[config.mk]
export PLATFORM = sky130hd
export DESIGN_NAME = bcd_display_scanner_flat
export DESIGN_NICKNAME = d
export VERILOG_FILES = /design/src/rtl/bcd_display_scanner_pkg.sv /design/src/rtl/bcd_display_scanner_if.sv /design/src/rtl/bcd_display_scanner_seg_decode.sv /design/src/rtl/bcd_display_scanner.sv /design/src/flat_wrapper.sv
export SDC_FILE = /design/constraint.sdc
export NUM_CORES = 1
export LEC_CHECK = 0
export CAP_MARGIN = 10
export CELL_PAD_IN_SITES_DETAIL_PLACEMENT = 1
export CELL_PAD_IN_SITES_GLOBAL_PLACEMENT = 1
export CORE_ASPECT_RATIO = 0.5
export CORE_MARGIN = 3
export CORE_UTILIZATION = 45
export DETAILED_ROUTE_END_ITERATION = 6
export GPL_TIMING_DRIVEN = 1
export PLACE_DENSITY = 0.77
export REMOVE_ABC_BUFFERS = 1
export SYNTH_ARGS = -nofsm -noshare
export SYNTH_HDL_FRONTEND = slang
export SYNTH_SLANG_ARGS = --single-unit
[constraint.sdc]
create_clock -name clk -period 3 [get_ports clk]
set_clock_uncertainty 0.1 [all_clocks]
set_input_delay 0.45 -clock clk [delete_from_list [all_inputs] [get_ports clk]]
set_output_delay 0.45 -clock clk [all_outputs]
set_load 0.005 [all_outputs]
[src/rtl/bcd_display_scanner_pkg.sv]
// Shared types and segment patterns for the BCD display scanner.
// Segment order is {A,B,C,D,E,F,G}, active-high.
package bcd_display_pkg;

  typedef enum logic {
    ST_GUARD = 1'b0,
    ST_DRIVE = 1'b1
  } state_t;

  localparam logic [6:0] SEG_BLANK = 7'h00;
  localparam logic [6:0] SEG_DASH  = 7'h01;

  localparam logic [6:0] SEG_PATTERN [10] = '{
    7'h7E, 7'h30, 7'h6D, 7'h79, 7'h33,
    7'h5B, 7'h5F, 7'h70, 7'h7F, 7'h7B
  };

endpackage

[src/rtl/bcd_display_scanner_if.sv]
// Load handshake bundle for the BCD display scanner.
// The master offers a packed BCD word; the slave accepts it.
interface bcd_display_scanner_if #(
  parameter int NUM_DIGITS = 4
);
  logic                    load_valid;
  logic                    load_ready;
  logic [4*NUM_DIGITS-1:0] load_data;

  modport master (
    output load_valid,
    output load_data,
    input  load_ready
  );

  modport slave (
    input  load_valid,
    input  load_data,
    output load_ready
  );
endinterface

[src/rtl/bcd_display_scanner_seg_decode.sv]
// Combinational BCD to 7-segment decoder.
// Codes above 9 show a dash.
module bcd_seg_decode
  import bcd_display_pkg::*;
(
  input  logic [3:0] i_code,
  output logic [6:0] o_seg
);

  // Table lookup for valid BCD, dash otherwise
  always_comb begin
    o_seg = SEG_DASH;
    if (i_code < 4'd10) o_seg = SEG_PATTERN[i_code];
  end

endmodule

[src/rtl/bcd_display_scanner.sv]
// Multiplexed 7-segment scanner with frame-aligned
// word commit, guard gaps and leading-zero blanking.
module bcd_display_scanner
  import bcd_display_pkg::*;
#(
  parameter int NUM_DIGITS   = 4,
  parameter int REFRESH_DIV  = 1000,
  parameter int GUARD_CYCLES = 2
) (
  input  logic                  clk,
  input  logic                  rst_n,
  input  logic                  enable,
  input  logic                  lzb_en,
  bcd_display_scanner_if.slave  load_if,
  output logic [6:0]            seg,
  output logic [NUM_DIGITS-1:0] digit_en,
  output logic                  frame_tick
);

  localparam int MAXC = (REFRESH_DIV > GUARD_CYCLES) ?
                        REFRESH_DIV : GUARD_CYCLES;
  localparam int CW = (MAXC > 1) ? $clog2(MAXC) : 1;
  localparam int IW = $clog2(NUM_DIGITS);
  localparam int DW = 4 * NUM_DIGITS;
  localparam logic [CW-1:0] GUARD_LAST = CW'(GUARD_CYCLES - 1);
  localparam logic [CW-1:0] DRIVE_LAST = CW'(REFRESH_DIV - 1);
  localparam logic [IW-1:0] IDX_LAST   = IW'(NUM_DIGITS - 1);

  state_t                r_state;
  state_t                w_state_nxt;
  logic [CW-1:0]         r_cnt;
  logic [CW-1:0]         w_cnt_nxt;
  logic [IW-1:0]         r_idx;
  logic [IW-1:0]         w_idx_nxt;
  logic [DW-1:0]         r_display;
  logic [DW-1:0]         r_pending;
  logic                  r_pend_full;
  logic                  r_tick;
  logic [6:0]            r_seg;
  logic [NUM_DIGITS-1:0] r_den;
  logic [6:0]            w_seg_nxt;
  logic [NUM_DIGITS-1:0] w_den_nxt;
  logic                  w_last;
  logic                  w_commit;
  logic                  w_xfer;
  logic                  w_enter_drive;
  logic                  w_stay_drive;
  logic [3:0]            w_code;
  logic [6:0]            w_dec_seg;
  logic [NUM_DIGITS-1:0] w_lz_mask;
  logic                  w_blank;

  assign w_last = (r_state == ST_GUARD) ? (r_cnt == GUARD_LAST)
                                        : (r_cnt == DRIVE_LAST);
  assign w_commit = enable && (r_state == ST_DRIVE)
                    && w_last && (r_idx == IDX_LAST);
  assign w_enter_drive = enable && (r_state == ST_GUARD) && w_last;
  assign w_stay_drive  = enable && (r_state == ST_DRIVE) && !w_last;
  assign w_xfer = load_if.load_valid && !r_pend_full;
  assign load_if.load_ready = !r_pend_full;

  assign w_code = r_display[{r_idx, 2'b00} +: 4];

  bcd_seg_decode u_dec (
    .i_code (w_code),
    .o_seg  (w_dec_seg)
  );

  // Digit i>0 is a leading zero if it and all higher digits are 0
  always_comb begin
    logic w_run;
    w_run = 1'b1;
    w_lz_mask = '0;
    for (int i = NUM_DIGITS - 1; i > 0; i--) begin
      w_run = w_run & (r_display[4*i +: 4] == 4'd0);
      w_lz_mask[i] = w_run;
    end
  end

  assign w_blank = lzb_en && w_lz_mask[r_idx];

  // FSM state, slot counter and digit index registers
  always_ff @(posedge clk or negedge rst_n) begin
    if (!rst_n) begin
      r_state <= ST_GUARD;
      r_cnt   <= '0;
      r_idx   <= '0;
    end else begin
      r_state <= w_state_nxt;
      r_cnt   <= w_cnt_nxt;
      r_idx   <= w_idx_nxt;
    end
  end

  // Next state: disable parks in GUARD(0), else advance on slot end
  always_comb begin
    w_state_nxt = r_state;
    w_cnt_nxt   = r_cnt + 1'b1;
    w_idx_nxt   = r_idx;
    if (!enable) begin
      w_state_nxt = ST_GUARD;
      w_cnt_nxt   = '0;
      w_idx_nxt   = '0;
    end else if (w_last) begin
      w_cnt_nxt = '0;
      unique case (r_state)
        ST_GUARD: w_state_nxt = ST_DRIVE;
        ST_DRIVE: begin
          w_state_nxt = ST_GUARD;
          w_idx_nxt = (r_idx == IDX_LAST) ? '0 : r_idx + 1'b1;
        end
        default: w_state_nxt = ST_GUARD;
      endcase
    end
  end

  // Pin values for the next cycle, latched at DRIVE entry
  always_comb begin
    w_seg_nxt = SEG_BLANK;
    w_den_nxt = '0;
    if (w_enter_drive && !w_blank) begin
      w_seg_nxt = w_dec_seg;
      w_den_nxt = NUM_DIGITS'(1) << r_idx;
    end else if (w_stay_drive) begin
      w_seg_nxt = r_seg;
      w_den_nxt = r_den;
    end
  end

  // Registered display pins
  always_ff @(posedge clk or negedge rst_n) begin
    if (!rst_n) begin
      r_seg <= SEG_BLANK;
      r_den <= '0;
    end else begin
      r_seg <= w_seg_nxt;
      r_den <= w_den_nxt;
    end
  end

  // Pending slot and frame-aligned commit into the display word
  always_ff @(posedge clk or negedge rst_n) begin
    if (!rst_n) begin
      r_display   <= '0;
      r_pending   <= '0;
      r_pend_full <= 1'b0;
      r_tick      <= 1'b0;
    end else begin
      r_tick <= w_commit;
      if (w_commit && r_pend_full) begin
        r_display   <= r_pending;
        r_pend_full <= 1'b0;
      end
      if (w_xfer) begin
        r_pending   <= load_if.load_data;
        r_pend_full <= 1'b1;
      end
    end
  end

  assign seg        = r_seg;
  assign digit_en   = r_den;
  assign frame_tick = r_tick;

endmodule

[src/flat_wrapper.sv]
// flat-port wrapper written by rule: the top's interface ports become plain ports
module bcd_display_scanner_flat import bcd_display_pkg::*;
#(
  parameter int NUM_DIGITS   = 4,
  parameter int REFRESH_DIV  = 1000,
  parameter int GUARD_CYCLES = 2
)
  (clk, rst_n, enable, lzb_en, seg, digit_en, frame_tick, load_if_load_valid, load_if_load_data, load_if_load_ready);
  bcd_display_scanner_if #(.NUM_DIGITS(NUM_DIGITS)) load_if_i ();
  input  logic clk;
  input  logic rst_n;
  input  logic enable;
  input  logic lzb_en;
  output logic [6:0] seg;
  output logic [NUM_DIGITS-1:0] digit_en;
  output logic frame_tick;
  input wire logic [$bits(load_if_i.load_valid)-1:0] load_if_load_valid;
  input wire logic [$bits(load_if_i.load_data)-1:0] load_if_load_data;
  output wire logic [$bits(load_if_i.load_ready)-1:0] load_if_load_ready;
  assign load_if_i.load_valid = load_if_load_valid;
  assign load_if_i.load_data = load_if_load_data;
  assign load_if_load_ready = load_if_i.load_ready;
  bcd_display_scanner #(.NUM_DIGITS(NUM_DIGITS), .REFRESH_DIV(REFRESH_DIV), .GUARD_CYCLES(GUARD_CYCLES)) u_core (.clk(clk), .rst_n(rst_n), .enable(enable), .lzb_en(lzb_en), .load_if(load_if_i), .seg(seg), .digit_en(digit_en), .frame_tick(frame_tick));
endmodule
# Yosys cells after proc, flatten, opt, wreduce, memory -nomap -nowiden
# Memory sizes are Yosys's and may differ from the RTL's.
# Index checks and enable logic that the tools add are counted.
# classes
addsub	2
mul	0
div	0
magnitude_cmp	3
eq_ne	6
shift	2
mux	21
n_bitwise	4
reduce_logical	18
# ops
operator	count
$mux W7	5
$mux W10	2
$shiftx A16 B5 Y4	1
$logic_not A4 Y1	3
$add A10 B1 Y10 const B	1
$eq A10 B1 Y1 const B	1
$eq A10 B10 Y1 const B	1
$logic_and A1 B1 Y1	10
$mux W2	4
$mux W4	2
$mux W1	6
$ge A5 B5 Y1 const B	1
$not A4 Y5	1
$lt A4 B4 Y1 const B	1
$ne A2 B1 Y1 const B	2
$shl A1 B2 Y4 const A	1
$logic_not A1 Y1	3
$lt A2 B3 Y1 const B	1
$add A2 B1 Y2 const B	1
$and A1 B1 Y1	2
$bmux W1 S2	1
$eq A2 B2 Y1 const B	1
$ne A2 B2 Y1 const B	1
$pmux W1 S2	1
3 further kinds	3
# word_totals
reg_bits	58
latch_bits	0
ram_bits	0
mem_bits_ro	112
in_bits	21
out_inout_bits	13
word_cells	66
n_memories	1
# memory_table
memory	depth	width	read_ports	rd_ports_with_merged_regs	wr	line_no	source
(no name shown)	16	7	1	0	0	bcd_display_scanner_seg_decode.sv:13	if (i_code < 4'd10) o_seg = SEG_PATTERN[i_code];

# Longest topological paths before layout
# logic_depth
ltp_word	9
depth_mapped	8
ltp_nobuf	7

# Modules after synthesis
# From an unflattened synthesis, not the netlist that was laid out.
# unflattened
cells_unflattened	225
hier_area_um2	2827.7
# modules_own_cells
mod	n_inst	cells_per_inst	area_each_um2	seq_area_each_um2
bcd_display_scanner	1	196	2617.5	1451.4
bcd_seg_decode	1	29	210.2	0.0

# Least setup slack after synthesis
# OpenSTA, ideal clock, no wires.
# synth_timing
kind	reg-to-reg
startpoint	reg u_core.r_idx[0]
endpoint	reg u_core.r_seg[3] (netlist: u_core.seg[3])
setup_ns	0.121
arrival_time_ns	1.955
t_required_ns	2.779
path_slack_ns	0.824
stages_incl_launch_ff	8
n_path_buf	1
synth_period_minus_slack_ns	2.176
path_cell_list	dfrtp_1 buf_6 mux4_2 inv_1 ha_1 or2b_1 a21o_1 a22o_1
# synth_via
elab_chain_cells	7
elab_cells_between_ends	14
cone_classes	order compare (1); eq/ne (1); shift (1); mux (6); bitwise (1); reduce/logical (3); memory (1)
# synth_lines
element	line_no	source
from (decl)	bcd_display_scanner.sv:33	logic [IW-1:0] r_idx;
from (signal assigned)	bcd_display_scanner.sv:91	r_idx <= w_idx_nxt;
$shiftx A16 B5 Y4	bcd_display_scanner.sv:62	assign w_code = r_display[{r_idx, 2'b00} +: 4];
$not A4 Y5 (not written as such)	bcd_display_scanner_seg_decode.sv:13	
$mem_v2 Z16 W7	n/a	
$mux W7 (not written as such) (2 in a row)	bcd_display_scanner_seg_decode.sv:13	
$mux W7	bcd_display_scanner_seg_decode.sv:13	
$mux W7	bcd_display_scanner.sv:121	if (w_enter_drive && !w_blank) begin
to (signal assigned)	bcd_display_scanner.sv:136	r_seg <= w_seg_nxt;
to (decl)	bcd_display_scanner.sv:39	logic [6:0] r_seg;
# Parallel ways exist; a longest one is shown, timed or not. The select of a mux whose other input is x is not followed.
# A chain may end at the register's enable or synchronous reset.

# Worst setup path after layout
# Ends and elaborated chain as after synthesis.

==> impl_metrics.yaml <==
floorplan:
  fp.dieW_microns: 117
  core-area_sq_um: 5710
  placementRows: 19
  initial_core_util_pct: 48.4
  die_h_microns: 61.4
  ios: 34
  die_area_sq_um: 7180
setup_path:
  crit_fanout: 11
  endpoint: "u_core.seg[3]$_DFFE_PN0P_"
  critPathCaptureType: "flip-flop"
  cp.arrival_ns: 2.59
  criticalPathCategory: "flip-flop to flip-flop"
  startpoint: "u_core.r_idx[0]$_DFFE_PN0P_"
  r2r_cells: 6
  r2r_end: "u_core.seg[3]$_DFFE_PN0P_"
  r2r_start: "u_core.r_idx[0]$_DFFE_PN0P_"
  rrSetupSlack_ns: 0.52
  cp.required_ns: 3.11
  startpoint_type: "flip-flop"
placement:
  dp_hpwl_mm: 4.20
  pre_cts_ws_ns: 0.505
  gp_congestion: 0.811
  port_buffers: 33
  placed_cell_area_sq_um: 3170
synthesis:
  avgSynthCellArea_sq_um: 12.9
  synth_cells: 215
  yosys-top-cells-area: "dfrtp_1 53%, mux2_2 10%, ha_1 4.5%"
  yosysTopAreaCell: "dfrtp_1"
  async_reset_ff_share_pct: 100
  synth_top_area_share_pct: 52.5
  synth-edff-count: 0
  ys_ff_latch: 58
  yosys_warnings: 0
  synthFlopType: "dfrtp_1"
  seq_area_frac_synth_pct: 52.5
  netlist_area_sq_um: 2760
  ys_types: 43
cts:
  insertion_delay_ns: 0.33
  clk_pin_slew_ns: 0.05
  cts_sinks: 58
  postCtsSetupRepairBufs: 0
  cts-root-buf: "clkbuf_16"
  post_cts_resized: 0
  clk_path_buf_depth: 2
  h-tree-depth: 3
  cts_tree: "built"
  hold_buffers: 0
  cts_buffers: 9
drt:
  dr.pass1.iters: 4
  num_vias: 1823
  wirelength_mm: 6.28
  first_iter_violations: 94
  drc: 0
  wl_per_cell_microns: 18.9
  viasPerCell: 5.47
  antenna_left: 0
cells_and_area:
  antenna_cells: 0
  final_common_cell: "dfrtp_1"
  layout_common_cells: "58 x dfrtp_1, 32 x clkdlybuf4s50_1, 25 x mux2_2"
  syn2layout_area_growth_pct: 25.7
  fillCellCount: 575
  design_area_sq_um: 3470
  drive_above_1_share_pct: 20.0
  nets: 287
grt:
  grt_antenna_before_repair: 0
  grt_pass1_vias: 1958
  grt_max_degree: 59
  grt_usage_pct: 20.1
  grt_overflow: 0
  grt_pass1_wl_mm: 10.5
pwr:
  p_leak_nw: 1.55
  clockPowerShare_pct: 51.4
  p_sw_uw: 420
  p_total_mw: 2.02
  p_per_area_nw_per_um2: 582
  switching_share_pct: 20.8
  ir_worst_vdd_v: 0.000434
  internal_power_mw: 1.60
  comb_power_share_pct: 6.5
  seqPwrFrac_pct: 42.1
sta:
  setup-tns-final_ns: 0
  min_period_ns: 2.48
  clock.fmax_ghz: 0.403
  fin_ws_ns: 0.517
  rsz0062_at_grt: "false"
  tightest_slew_ns: 0.753
  relSlewSlack_pct: 49.8
  slew_viol_final: 0
  setup_viol: 0
  holdWs_ns: 0.161
  finalHoldViolCount: 0
  post-route-period-util_pct: 82.8
run:
  cap_viol_max_count: 0
hold_path:
  min_path_type: "input port to async pin"
status:
  status: "completed"
[stage by stage]
step	cells	util [%]
CTS	333	60.9
floorplan	208	-
global placement	318	55.5
detailed placement	318	55.5
global route	333	60.9
finish	333	60.9
[worst min path at each step]
stage | from | end | slack (ns) | depth (start not counted)
after floorplan | rst_n | u_core.digit_en[0]$_DFFE_PN0P_ | 0.05 | 0
after global placement | u_core.seg[2]$_DFFE_PN0P_ | u_core.seg[2]$_DFFE_PN0P_ | 0.38 | 1
after detailed placement | u_core.r_pending[6]$_DFFE_PN0P_ | u_core.r_display[6]$_DFFE_PN0P_ | 0.39 | 1
after CTS | rst_n | u_core.r_cnt[4]$_DFF_PN0_ | 0.19 | 2
after global routing | rst_n | u_core.r_cnt[8]$_DFF_PN0_ | 0.22 | 2
final | rst_n | u_core.r_cnt[5]$_DFF_PN0_ | 0.16 | 2
[logic make-up (layout without fill, tap and decap cells)]
group | Yosys count | count (layout) | synth area share [%]
adder cells (fa/ha/maj) | 10 | 10 | 4.53
buffers and inverters | 15 | 60 | 2.63
XOR/XNOR | 8 | 8 | 2.54
multiplexers | 39 | 39 | 17.5
AO/OA/AOI/OAI | 25 | 25 | 7.38
AND/OR/NAND/NOR | 60 | 60 | 12.9
flip-flops | 58 | 58 | 52.5
[power by group through the flow]
stage                     logic, mW  clock network [mW]  registers (mW)
final                         0.132                1.04           0.849
after global routing          0.147                1.11           0.854
after CTS                     0.135                1.07           0.849
after detailed placement      0.133                   0           0.861
after global placement        0.128                   0           0.858
after floorplan              0.0574                   0           0.853
[synthesized netlist by cell type, drive strengths merged (5+ instances only)]
cell type  instances
xnor2              7
ha                10
dfrtp             58
mux2              34
inv                8
nor3b              8
nor2               8
a22o              10
nand2             11
nand3              5
[routing by layer]
| layer | wire, microns | part of all wire [%] | global-route usage [%] | vias to the layer above |
|---|---|---|---|---|
| met5 | 0 | 0 | 0 | - |
| met4 | 76 | 1.2 | 5.88 | 0 |
| met3 | 248 | 3.9 | 7.95 | 7 |
| met2 | 3080 | 49 | 34.0 | 26 |
| met1 | 2880 | 46 | 24.3 | 930 |
| li1 | - | - | - | 860 |
[sequential cells by signal (all words and copies together) (netlist names)]
name and flops:
u_core.r_display 16, u_core.r_state 1, u_core.seg 7, u_core.r_cnt 10, u_core.r_pend_full 1, u_core.r_pending 16, u_core.r_idx 2, u_core.digit_en 4
u_core.frame_tick 1
[critical path, stage by stage (launching register included)]
cell and delay [ns]:
dfrtp_1 0.62, mux4_2 0.62, inv_1 0.14, ha_1 0.27, or2b_1 0.24, a21o_1 0.18
a22o_1 0.20
[cell type report]
cell class | instances | area, sq um | area share, %
Sequential cell | 58 | 1450 | 41.8
Multi-Input combinational cell | 142 | 1240 | 35.7
Timing Repair Buffer | 37 | 355 | 10.2
Clock buffer | 13 | 270 | 7.78
Tap cell | 73 | 91.3 | 2.63
Clock inverter | 2 | 35.0 | 1.01
Inverter | 8 | 30.0 | 0.865
Note: power is estimated with default switching activity, not from simulation.
